<file path="src/rtl/kbd_ps2_rx_pkg.sv">
// Shared types and constants for the PS/2 keyboard receiver.
package kbd_pkg;

    localparam int unsigned PS2_FRAME_BITS     = 11;
    localparam int unsigned PS2_DATA_BITS      = 8;
    localparam int unsigned KBD_TIMEOUT_CYCLES = 2000;

    typedef enum logic [1:0] {
        IDLE,
        DATA,
        PARITY,
        STOP
    } rx_state_e;

    // Data plus parity must hold an odd number of ones.
    function automatic logic odd_parity_ok(input logic [PS2_DATA_BITS-1:0] data, input logic par);
        return ^{data, par};
    endfunction

endpackage

</file>
<file path="src/rtl/kbd_ps2_rx_if.sv">
// PPI-side bundle of the keyboard receiver: port B control bits in, port A code and status out.
interface kbd_ps2_rx_if;
    import kbd_pkg::*;

    logic                     kbd_clk_en;
    logic                     kbd_clr;
    logic [PS2_DATA_BITS-1:0] scan_code;
    logic                     irq1;
    logic                     frame_err;
    logic                     overrun;

    modport master (
        output kbd_clk_en, kbd_clr,
        input  scan_code, irq1, frame_err, overrun
    );

    modport slave (
        input  kbd_clk_en, kbd_clr,
        output scan_code, irq1, frame_err, overrun
    );
endinterface

</file>
<file path="src/rtl/kbd_ps2_rx_sync_edge.sv">
// Synchroniser for the PS/2 pins plus a registered falling-edge strobe on ps2_clk.
module ps2_sync_edge #(
    parameter int unsigned SYNC_STAGES = 2
) (
    input  logic clk,
    input  logic rst_n,
    input  logic ps2_clk_i,
    input  logic ps2_data_i,
    output logic data_o,
    output logic fall_o
);

    logic [SYNC_STAGES-1:0] clk_sync_q;
    logic [SYNC_STAGES-1:0] data_sync_q;
    logic                   clk_prev_q;
    logic                   fall_q;
    logic                   data_q;

    // Data is captured alongside the strobe so both reach the FSM in the same cycle.
    always_ff @(posedge clk) begin
        if (!rst_n) begin
            clk_sync_q  <= '1;
            data_sync_q <= '1;
            clk_prev_q  <= 1'b1;
            fall_q      <= 1'b0;
            data_q      <= 1'b1;
        end else begin
            clk_sync_q  <= {clk_sync_q[SYNC_STAGES-2:0], ps2_clk_i};
            data_sync_q <= {data_sync_q[SYNC_STAGES-2:0], ps2_data_i};
            clk_prev_q  <= clk_sync_q[SYNC_STAGES-1];
            fall_q      <= clk_prev_q & ~clk_sync_q[SYNC_STAGES-1];
            data_q      <= data_sync_q[SYNC_STAGES-1];
        end
    end

    assign data_o = data_q;
    assign fall_o = fall_q;

endmodule

</file>
<file path="src/rtl/kbd_ps2_rx.sv">
// PS/2 keyboard receiver feeding PPI port A and IRQ1.
// Build option KBD_FIFO_EN replaces the single holding register with a FIFO_DEPTH-entry FIFO.
module kbd_ps2_rx
    import kbd_pkg::*;
#(
    parameter int unsigned TIMEOUT_CYCLES = KBD_TIMEOUT_CYCLES,
    parameter int unsigned SYNC_STAGES    = 2
`ifdef KBD_FIFO_EN
    ,
    parameter int unsigned FIFO_DEPTH     = 4
`endif
) (
    input  logic          clk,
    input  logic          rst_n,
    input  logic          ps2_clk,
    input  logic          ps2_data,
    output logic          ps2_clk_inhibit,
    kbd_ps2_rx_if.slave   ppi
);

    localparam int unsigned TW = $clog2(TIMEOUT_CYCLES + 1);

    logic                     bit_s, fall_s;
    rx_state_e                state_q, state_d;
    logic [PS2_DATA_BITS-1:0] shift_q, shift_d;
    logic [2:0]               bit_cnt_q, bit_cnt_d;
    logic                     par_q, par_d;
    logic [TW-1:0]            tmo_q, tmo_d;
    logic                     commit, err_d, err_q;
    logic [PS2_DATA_BITS-1:0] scan_q, scan_d;
    logic                     irq_q, irq_d, ovr_q, ovr_d, inh_q, inh_d;

    ps2_sync_edge #(.SYNC_STAGES(SYNC_STAGES)) u_sync (
        .clk        (clk),
        .rst_n      (rst_n),
        .ps2_clk_i  (ps2_clk),
        .ps2_data_i (ps2_data),
        .data_o     (bit_s),
        .fall_o     (fall_s)
    );

    always_comb begin
        state_d   = state_q;
        shift_d   = shift_q;
        bit_cnt_d = bit_cnt_q;
        par_d     = par_q;
        tmo_d     = tmo_q;
        commit    = 1'b0;
        err_d     = 1'b0;
        if (state_q != IDLE)
            tmo_d = fall_s ? '0 : tmo_q + TW'(1);
        if (fall_s) begin
            unique case (state_q)
                IDLE: if (!bit_s) begin
                    state_d   = DATA;
                    bit_cnt_d = '0;
                end
                DATA: begin
                    shift_d   = {bit_s, shift_q[PS2_DATA_BITS-1:1]};
                    bit_cnt_d = bit_cnt_q + 3'd1;
                    if (bit_cnt_q == 3'd7) state_d = PARITY;
                end
                PARITY: begin
                    par_d   = bit_s;
                    state_d = STOP;
                end
                STOP: begin
                    if (bit_s && odd_parity_ok(shift_q, par_q)) commit = 1'b1;
                    else                                        err_d  = 1'b1;
                    state_d = IDLE;
                end
                default: state_d = IDLE;
            endcase
        end else if (state_q != IDLE && tmo_q == TW'(TIMEOUT_CYCLES - 1)) begin
            err_d   = 1'b1;
            state_d = IDLE;
            tmo_d   = '0;
        end
    end

    always_ff @(posedge clk) begin
        if (!rst_n) begin
            state_q   <= IDLE;
            shift_q   <= '0;
            bit_cnt_q <= '0;
            par_q     <= 1'b0;
            tmo_q     <= '0;
            err_q     <= 1'b0;
            scan_q    <= '0;
            irq_q     <= 1'b0;
            ovr_q     <= 1'b0;
            inh_q     <= 1'b0;
        end else begin
            state_q   <= state_d;
            shift_q   <= shift_d;
            bit_cnt_q <= bit_cnt_d;
            par_q     <= par_d;
            tmo_q     <= tmo_d;
            err_q     <= err_d;
            scan_q    <= scan_d;
            irq_q     <= irq_d;
            ovr_q     <= ovr_d;
            inh_q     <= inh_d;
        end
    end

`ifdef KBD_FIFO_EN
    localparam int unsigned AW = $clog2(FIFO_DEPTH);

    logic [PS2_DATA_BITS-1:0] mem_q [FIFO_DEPTH];
    logic [AW-1:0]            rd_q, rd_d, wr_q, wr_d;
    logic [AW:0]              cnt_q, cnt_d, remain;
    logic                     clr_prev_q, full, push, pop;
    logic [PS2_DATA_BITS-1:0] head;

    // Head is taken from next-state pointers so a push into an empty FIFO shows with no extra cycle.
    always_comb begin
        full   = (cnt_q == (AW+1)'(FIFO_DEPTH));
        pop    = ppi.kbd_clr & ~clr_prev_q & (cnt_q != '0);
        push   = commit & (~full | pop);
        ovr_d  = commit & full & ~pop;
        cnt_d  = cnt_q + {{AW{1'b0}}, push} - {{AW{1'b0}}, pop};
        rd_d   = rd_q + {{(AW-1){1'b0}}, pop};
        wr_d   = wr_q + {{(AW-1){1'b0}}, push};
        remain = cnt_q - {{AW{1'b0}}, pop};
        head   = (remain == '0) ? shift_q : mem_q[rd_d];
        irq_d  = ~ppi.kbd_clr & (cnt_d != '0);
        scan_d = irq_d ? head : '0;
        inh_d  = full | ~ppi.kbd_clk_en;
    end

    always_ff @(posedge clk) begin
        if (!rst_n) begin
            rd_q       <= '0;
            wr_q       <= '0;
            cnt_q      <= '0;
            clr_prev_q <= 1'b0;
        end else begin
            rd_q       <= rd_d;
            wr_q       <= wr_d;
            cnt_q      <= cnt_d;
            clr_prev_q <= ppi.kbd_clr;
        end
    end

    always_ff @(posedge clk) begin
        if (push) mem_q[wr_q] <= shift_q;
    end
`else
    always_comb begin
        scan_d = scan_q;
        irq_d  = irq_q;
        ovr_d  = commit & (irq_q | ppi.kbd_clr);
        inh_d  = irq_q | ~ppi.kbd_clk_en;
        if (ppi.kbd_clr) begin
            scan_d = '0;
            irq_d  = 1'b0;
        end else if (commit && !irq_q) begin
            scan_d = shift_q;
            irq_d  = 1'b1;
        end
    end
`endif

    assign ps2_clk_inhibit = inh_q;
    assign ppi.scan_code   = scan_q;
    assign ppi.irq1        = irq_q;
    assign ppi.frame_err   = err_q;
    assign ppi.overrun     = ovr_q;

endmodule

</file>
<file path="src/flat_wrapper.sv">
// flat-port wrapper written by rule: the top's interface ports become plain ports
module kbd_ps2_rx_flat import kbd_pkg::*;
#(
    parameter int unsigned TIMEOUT_CYCLES = KBD_TIMEOUT_CYCLES,
    parameter int unsigned SYNC_STAGES    = 2

)
  (clk, rst_n, ps2_clk, ps2_data, ps2_clk_inhibit, ppi_kbd_clk_en, ppi_kbd_clr, ppi_scan_code, ppi_irq1, ppi_frame_err, ppi_overrun);
  kbd_ps2_rx_if ppi_i ();
  input  logic clk;
  input  logic rst_n;
  input  logic ps2_clk;
  input  logic ps2_data;
  output logic ps2_clk_inhibit;
  input wire logic [$bits(ppi_i.kbd_clk_en)-1:0] ppi_kbd_clk_en;
  input wire logic [$bits(ppi_i.kbd_clr)-1:0] ppi_kbd_clr;
  output wire logic [$bits(ppi_i.scan_code)-1:0] ppi_scan_code;
  output wire logic [$bits(ppi_i.irq1)-1:0] ppi_irq1;
  output wire logic [$bits(ppi_i.frame_err)-1:0] ppi_frame_err;
  output wire logic [$bits(ppi_i.overrun)-1:0] ppi_overrun;
  assign ppi_i.kbd_clk_en = ppi_kbd_clk_en;
  assign ppi_i.kbd_clr = ppi_kbd_clr;
  assign ppi_scan_code = ppi_i.scan_code;
  assign ppi_irq1 = ppi_i.irq1;
  assign ppi_frame_err = ppi_i.frame_err;
  assign ppi_overrun = ppi_i.overrun;
  kbd_ps2_rx #(.TIMEOUT_CYCLES(TIMEOUT_CYCLES), .SYNC_STAGES(SYNC_STAGES)) u_core (.clk(clk), .rst_n(rst_n), .ps2_clk(ps2_clk), .ps2_data(ps2_data), .ps2_clk_inhibit(ps2_clk_inhibit), .ppi(ppi_i));
endmodule
</file>
<file path="config.mk">
export PLATFORM = sky130hd
export DESIGN_NAME = kbd_ps2_rx_flat
export DESIGN_NICKNAME = d
export VERILOG_FILES = /design/src/rtl/kbd_ps2_rx_pkg.sv /design/src/rtl/kbd_ps2_rx_if.sv /design/src/rtl/kbd_ps2_rx_sync_edge.sv /design/src/rtl/kbd_ps2_rx.sv /design/src/flat_wrapper.sv
export SDC_FILE = /design/constraint.sdc
export NUM_CORES = 1
export LEC_CHECK = 0
export CAP_MARGIN = 20
export CORE_ASPECT_RATIO = 1.4
export CORE_MARGIN = 3
export CORE_UTILIZATION = 47
export CTS_BUF_LIST = sky130_fd_sc_hd__clkbuf_4 sky130_fd_sc_hd__clkbuf_8 sky130_fd_sc_hd__clkbuf_16
export DETAILED_ROUTE_END_ITERATION = 6
export GPL_ROUTABILITY_DRIVEN = 0
export GPL_TIMING_DRIVEN = 0
export HOLD_SLACK_MARGIN = 0.12
export MAX_ROUTING_LAYER = met4
export PLACE_DENSITY = 0.68
export SLEW_MARGIN = 20
export SYNTH_ARGS = -nofsm -noshare
export SYNTH_HDL_FRONTEND = slang
export SYNTH_SLANG_ARGS = --single-unit
export TNS_END_PERCENT = 30
</file>
<file path="constraint.sdc">
create_clock -name clk -period 2.05 [get_ports clk]
set_input_delay 0.3075 -clock clk [delete_from_list [all_inputs] [get_ports clk]]
set_output_delay 0.3075 -clock clk [all_outputs]
set_load 0.02 [all_outputs]
</file>
* Yosys cells after proc, flatten, opt, wreduce, memory -nomap -nowiden
Cells that the tools add are included.
** Word-level totals
- Register bits :: 44
- Output and inout port bits :: 12
- Logic and storage cells :: 64
** Operators by class
- $add $sub $neg :: 2
- Equality and inequality tests :: 8
- Multiplexer cells :: 18
- Bitwise gates (word level) :: 7
- Reductions and logical operators :: 14
** Operator list (count)
- $mux 11 :: 4
- $add 11x1->11 const B :: 1
- $eq 11x11->1 const B :: 1
- $reduce_xor 9->1 :: 1
- $mux 2 :: 4
- $pmux 2 s4 :: 1
- $mux 1 :: 7
- $pmux 3 s2 :: 1
- $reduce_and 3->1 :: 2
- $reduce_bool 2->1 :: 3
- $eq 2x2->1 const B :: 2
- $reduce_and 2->1 :: 2
- $add 3x1->3 const B :: 1
- $eq 3x3->1 const B :: 1
- $logic_and 1x1->1 :: 3
- $mux 3 :: 1
- $ne 3x2->1 const B :: 1
- $ne 3x3->1 const B :: 1
- $not 1->1 :: 3
- $and 1x1->1 :: 2
- $eq 2x1->1 const B :: 1
- $logic_not 2->1 :: 1
- $ne 2x2->1 const B :: 1
- $or 1x1->1 :: 2
- other kinds (2) :: 2

* Longest topological paths before layout
- Depth in word-level cells :: 6
- Gate-level depth with buffers :: 8
- Depth with buffers taken out :: 7

* Hierarchy
A second synthesis with hierarchy kept.
** Second synthesis, totals
- Cells, all modules :: 222
- Area, all modules :: 2033.2 um^2
** Modules (own cells, without submodules)
- kbd_ps2_rx :: instances 1, cells each 208, area an instance 1846.8 um^2
- ps2_sync_edge :: instances 1, cells each 14, area an instance 186.4 um^2

* Worst setup path after synthesis
No wires, ideal clock.
- Path kind :: register to register
- Start point :: register u_core.state_q[0]
- End point :: register u_core.state_q[0]
- Library setup time :: 0.115 ns
- Arrival :: 1.688 ns
- Data required time :: 1.935 ns
- Setup slack :: 0.248 ns
- Cell stages (with the launch flop) :: 8
- Buffers on the path :: 0
- Cell sequence :: dfxtp_1 inv_1 ha_1 or2_2 nor4_1 o22ai_1 mux2i_1 and2_1
** On the way
- Cells in the longest elaborated chain, start to end :: 4
- Elaborated cells between the ends (all ways) :: 12
** RTL lines
- start: declaration :: RTL line kbd_ps2_rx.sv:24 : rx_state_e state_q, state_d;
- start signal: assignment :: RTL line kbd_ps2_rx.sv:94 : state_q <= state_d;
- parallel branches: the longest is 4 deep, another holds $pmux 2 s4
Several ways; the timed one is not identified.
A chain may end at the register's enable or synchronous reset.

* Final worst setup path
Ends and elaborated chain as after synthesis.

==> summary.md <==
| Metric | Value |
|---|---|
| Met2 Use GR | 0.3184 |
| P_leak | 0.8920 nW |
| Vias in the first global route | 1468 |
| Mapped Area | 0.001889 mm² |
| Global route hottest layer | met2 |
| Initial antenna violation count | 0 |
| Setup violations, final | 0 |
| Synthesized flop and latch total | 44 |
| Layout cells sized above 1 | 0.07556 |
| Setup tns final | 0 ns |
| Synth top area cells | dfxtp_1 (47%), mux2i_1 (5.3%), nor2_1 (5.2%), ha_1 (4.6%), a21boi_0 (4.4%) |
| Utilization after layout | 0.5882 |
| Outcome | complete, no violations |
| Worst r2r src | u_core.state_q[0] |
| RSZ-0062 raised after global routing | false |
| Drt total wl | 3.560 mm |
| Register area share after synthesis | 0.4662 |
| Initial core utilization | 0.5007 |
| Final ANT Viol Nets | 0 |
| Ys Warns | 0 |
| Wirelength per Cell | 13.33 µm |
| Synth area leader | dfxtp_1 |
| Worst EP arrival | 2.07 ns |
| Clk pin slew, worst setup/hold paths | 0.08 ns |
| Final HPWL DP | 2.705 mm |
| Hold endpoint | u_core.u_sync.clk_sync_q[1] |
| Post-Layout Cell Count | 267 |
| Placed instance count | 259 |
| GRT Total Usage | 0.1762 |
| Worst vdd ir | 0.5830 mV |
| Syn Inst Count | 200 |
| Worst R2R Setup Slack | 0.17 ns |
| Most common cell after layout, fill and taps aside | dfxtp_1 |
| Unique masters post-synth | 36 |
| Top-level port count | 18 |
| GR Util met1 | 0.1853 |
| Clk_skew | 0.004955 ns |
| Clock Sinks | 44 |
| Final net count | 238 |
| Root buffer cell | clkbuf_8 |
| PortBufs | 17 |
| Row cnt | 26 |
| Worst setup SP type | register |
| Chip Height | 81.02 µm |
| Net Count, Synth | 213 |
| Syn-to-layout area delta | 17.48% |
| Area share of the largest cell type after synthesis | 0.4662 |
| Worst Reg2Reg Path Length in Cells | 7 |
| Final period utilization | 0.9166 |
| Overflow after GRT | 0 |
| Most frequent cells in the layout | dfxtp_1 (44), nor2_1 (26), nand2_1 (17), clkdlybuf4s50_1 (17), nand3_1 (15) |
| Crit path max fanout | 4 |
| Met3 global-route usage | 0.04293 |
| Pwr Density | 641.8 mW/mm² |
| CTS tree | yes |
| DR vias/cell | 5.273 |
| Max Clock Freq | 532.2 MHz |
| Detailed Route Iter0 Violations | 59 |
| DP Worst Slack | -0.1299 ns |
| Critical path class | reg2reg |
| Drc violations | 0 |
| First-pass iteration count of the detailed router | 4 |
| MaxCap Viol Count | 0 |
| Clock H-tree levels | 2 |
| Relative slew slack | 0.6278 |
| Clock Path Buffers | 2 |
| HP Class | reg2reg |
| Final hold violations | 0 |
| Count of pins over their slew limit | 0 |
| Die width | 59.59 µm |
| DR vias | 1408 |
| Die area | 0.004828 mm² |
| Min-delay src | u_core.u_sync.clk_sync_q[0] |
| Largest net degree at the start of global routing | 13 |
| Crit end category | register |
| Slew @ Worst Pin | 0.5545 ns |
| Worst Setup Slack, final | 0.1710 ns |
| RR Endpoint | u_core.state_q[0] |
| Worst skew pair latency | 0.29 ns |
| First-pass GRT wire length | 6.348 mm |
| Tmin final | 1.879 ns |
| Crit path required time | 2.24 ns |
| Avg Cell Area, Syn | 9.447 µm² |
| CTS Hold Bufs | 0 |
| Core area | 0.003774 mm² |
| Hold path cells | 1 |
| Antenna Cells | 0 |
| CTS Buf Count | 5 |
==> cells by family after synthesis <==
| family | synth area share |
|---|---|
| xor+xnor | 0.08145 |
| simple gates | 0.2265 |
| buf+inv | 0.02583 |
| flops | 0.4662 |
| mux | 0.06490 |
| compound gates | 0.08874 |
| fa+ha+maj | 0.04636 |
==> critical path: stages, from the launching register on <==
cell and delay (ns):
dfxtp_1 0.37, inv_1 0.10, ha_1 0.23, or2_2 0.31, nor4_4 0.27, o22ai_1 0.18, mux2i_1 0.15, and2_1 0.16
==> registers in the layout (all words and copies together) (netlist names), 2 cells and up <==
signal,count
u_core.u_sync.clk_sync_q,2
u_core.tmo_q,11
u_core.bit_cnt_q,3
u_core.ppi.scan_code,8
u_core.shift_q,8
u_core.state_q,2
u_core.u_sync.data_sync_q,2
==> through the flow <==
stage	area, µm²	power, W	hold WS, ns
after floorplan	1889	0.0009113	0.3805
after global placement	2112	0.0009316	0.3903
after detailed placement	2112	0.0009339	0.4023
after CTS	2200	0.001442	0.4245
after global routing	2220	0.001487	0.4315
final	2220	0.001425	0.4199
==> metal layers <==
layer / part of all wire / wire, µm
met3: 0.021 / 75
met5: 0 / 0
met1: 0.41 / 1457
met2: 0.55 / 1975
met4: 0.015 / 52
==> synth_stat cells <==
master,count
a21oi_1,5
xor3_2,1
nand4_1,3
nor2b_1,4
nor3_1,3
and3_1,2
clkbuf_1,4
mux2i_4,1
and2b_2,1
o21a_1,1
o21ai_1,1
dfxtp_1,44
nor2_1,26
ha_1,7
xor2_1,5
o22ai_1,1
or2b_2,1
nor4_1,1
buf_1,2
nand2b_1,7
xnor2_1,7
o21ai_0,3
nand4bb_1,1
nand4b_1,1
or2_2,1
a32oi_1,2
xnor3_2,1
nand2_1,17
nand3_1,15
a21boi_0,11
inv_1,5
a2bb2oi_1,1
nor3b_1,1
and2_1,3
mux2i_1,10
buf_4,1
==> area by class of cell <==
cell class | instances | area (µm²)
Timing Repair Buffer | 18 | 177.7
Tap cell | 42 | 52.55
Inverter | 5 | 18.77
Clock buffer | 6 | 76.32
Sequential cell | 44 | 880.8
Fill cell | 337 | 1554
Buffer | 7 | 30.03
Clock inverter | 1 | 5.005
Multi-Input combinational cell | 144 | 978.4
==> how the worst max path moves through the flow <==
| stage | slack, ns | startpoint | to |
|---|---|---|---|
| CTS | 0.03 | u_core.state_q[0] | u_core.bit_cnt_q[0] |
| global route | 0.01 | u_core.state_q[0] | u_core.state_q[0] |
| finish | 0.17 | u_core.state_q[0] | u_core.state_q[0] |
| detailed placement | -0.13 | u_core.state_q[0] | u_core.bit_cnt_q[0] |
| floorplan | 0.25 | u_core.state_q[0] | u_core.state_q[0] |
| global placement | -0.06 | u_core.state_q[0] | u_core.state_q[1] |
==> report_power, final <==
group / internal (W) / switching [W]
logic: 0.0000230 / 0.0000230
clock network: 0.000245 / 0.000267
registers: 0.000862 / 0.00000504
total: 0.00113 / 0.000295
==> what timing repair did <==
item                                    CTS  global route
gates resized for setup                   2             2
endpoints found under the setup margin    5             5
pin swaps                                 0             1
setup buffers                             0             1
No activity file was read; power rests on OpenSTA's default activity.
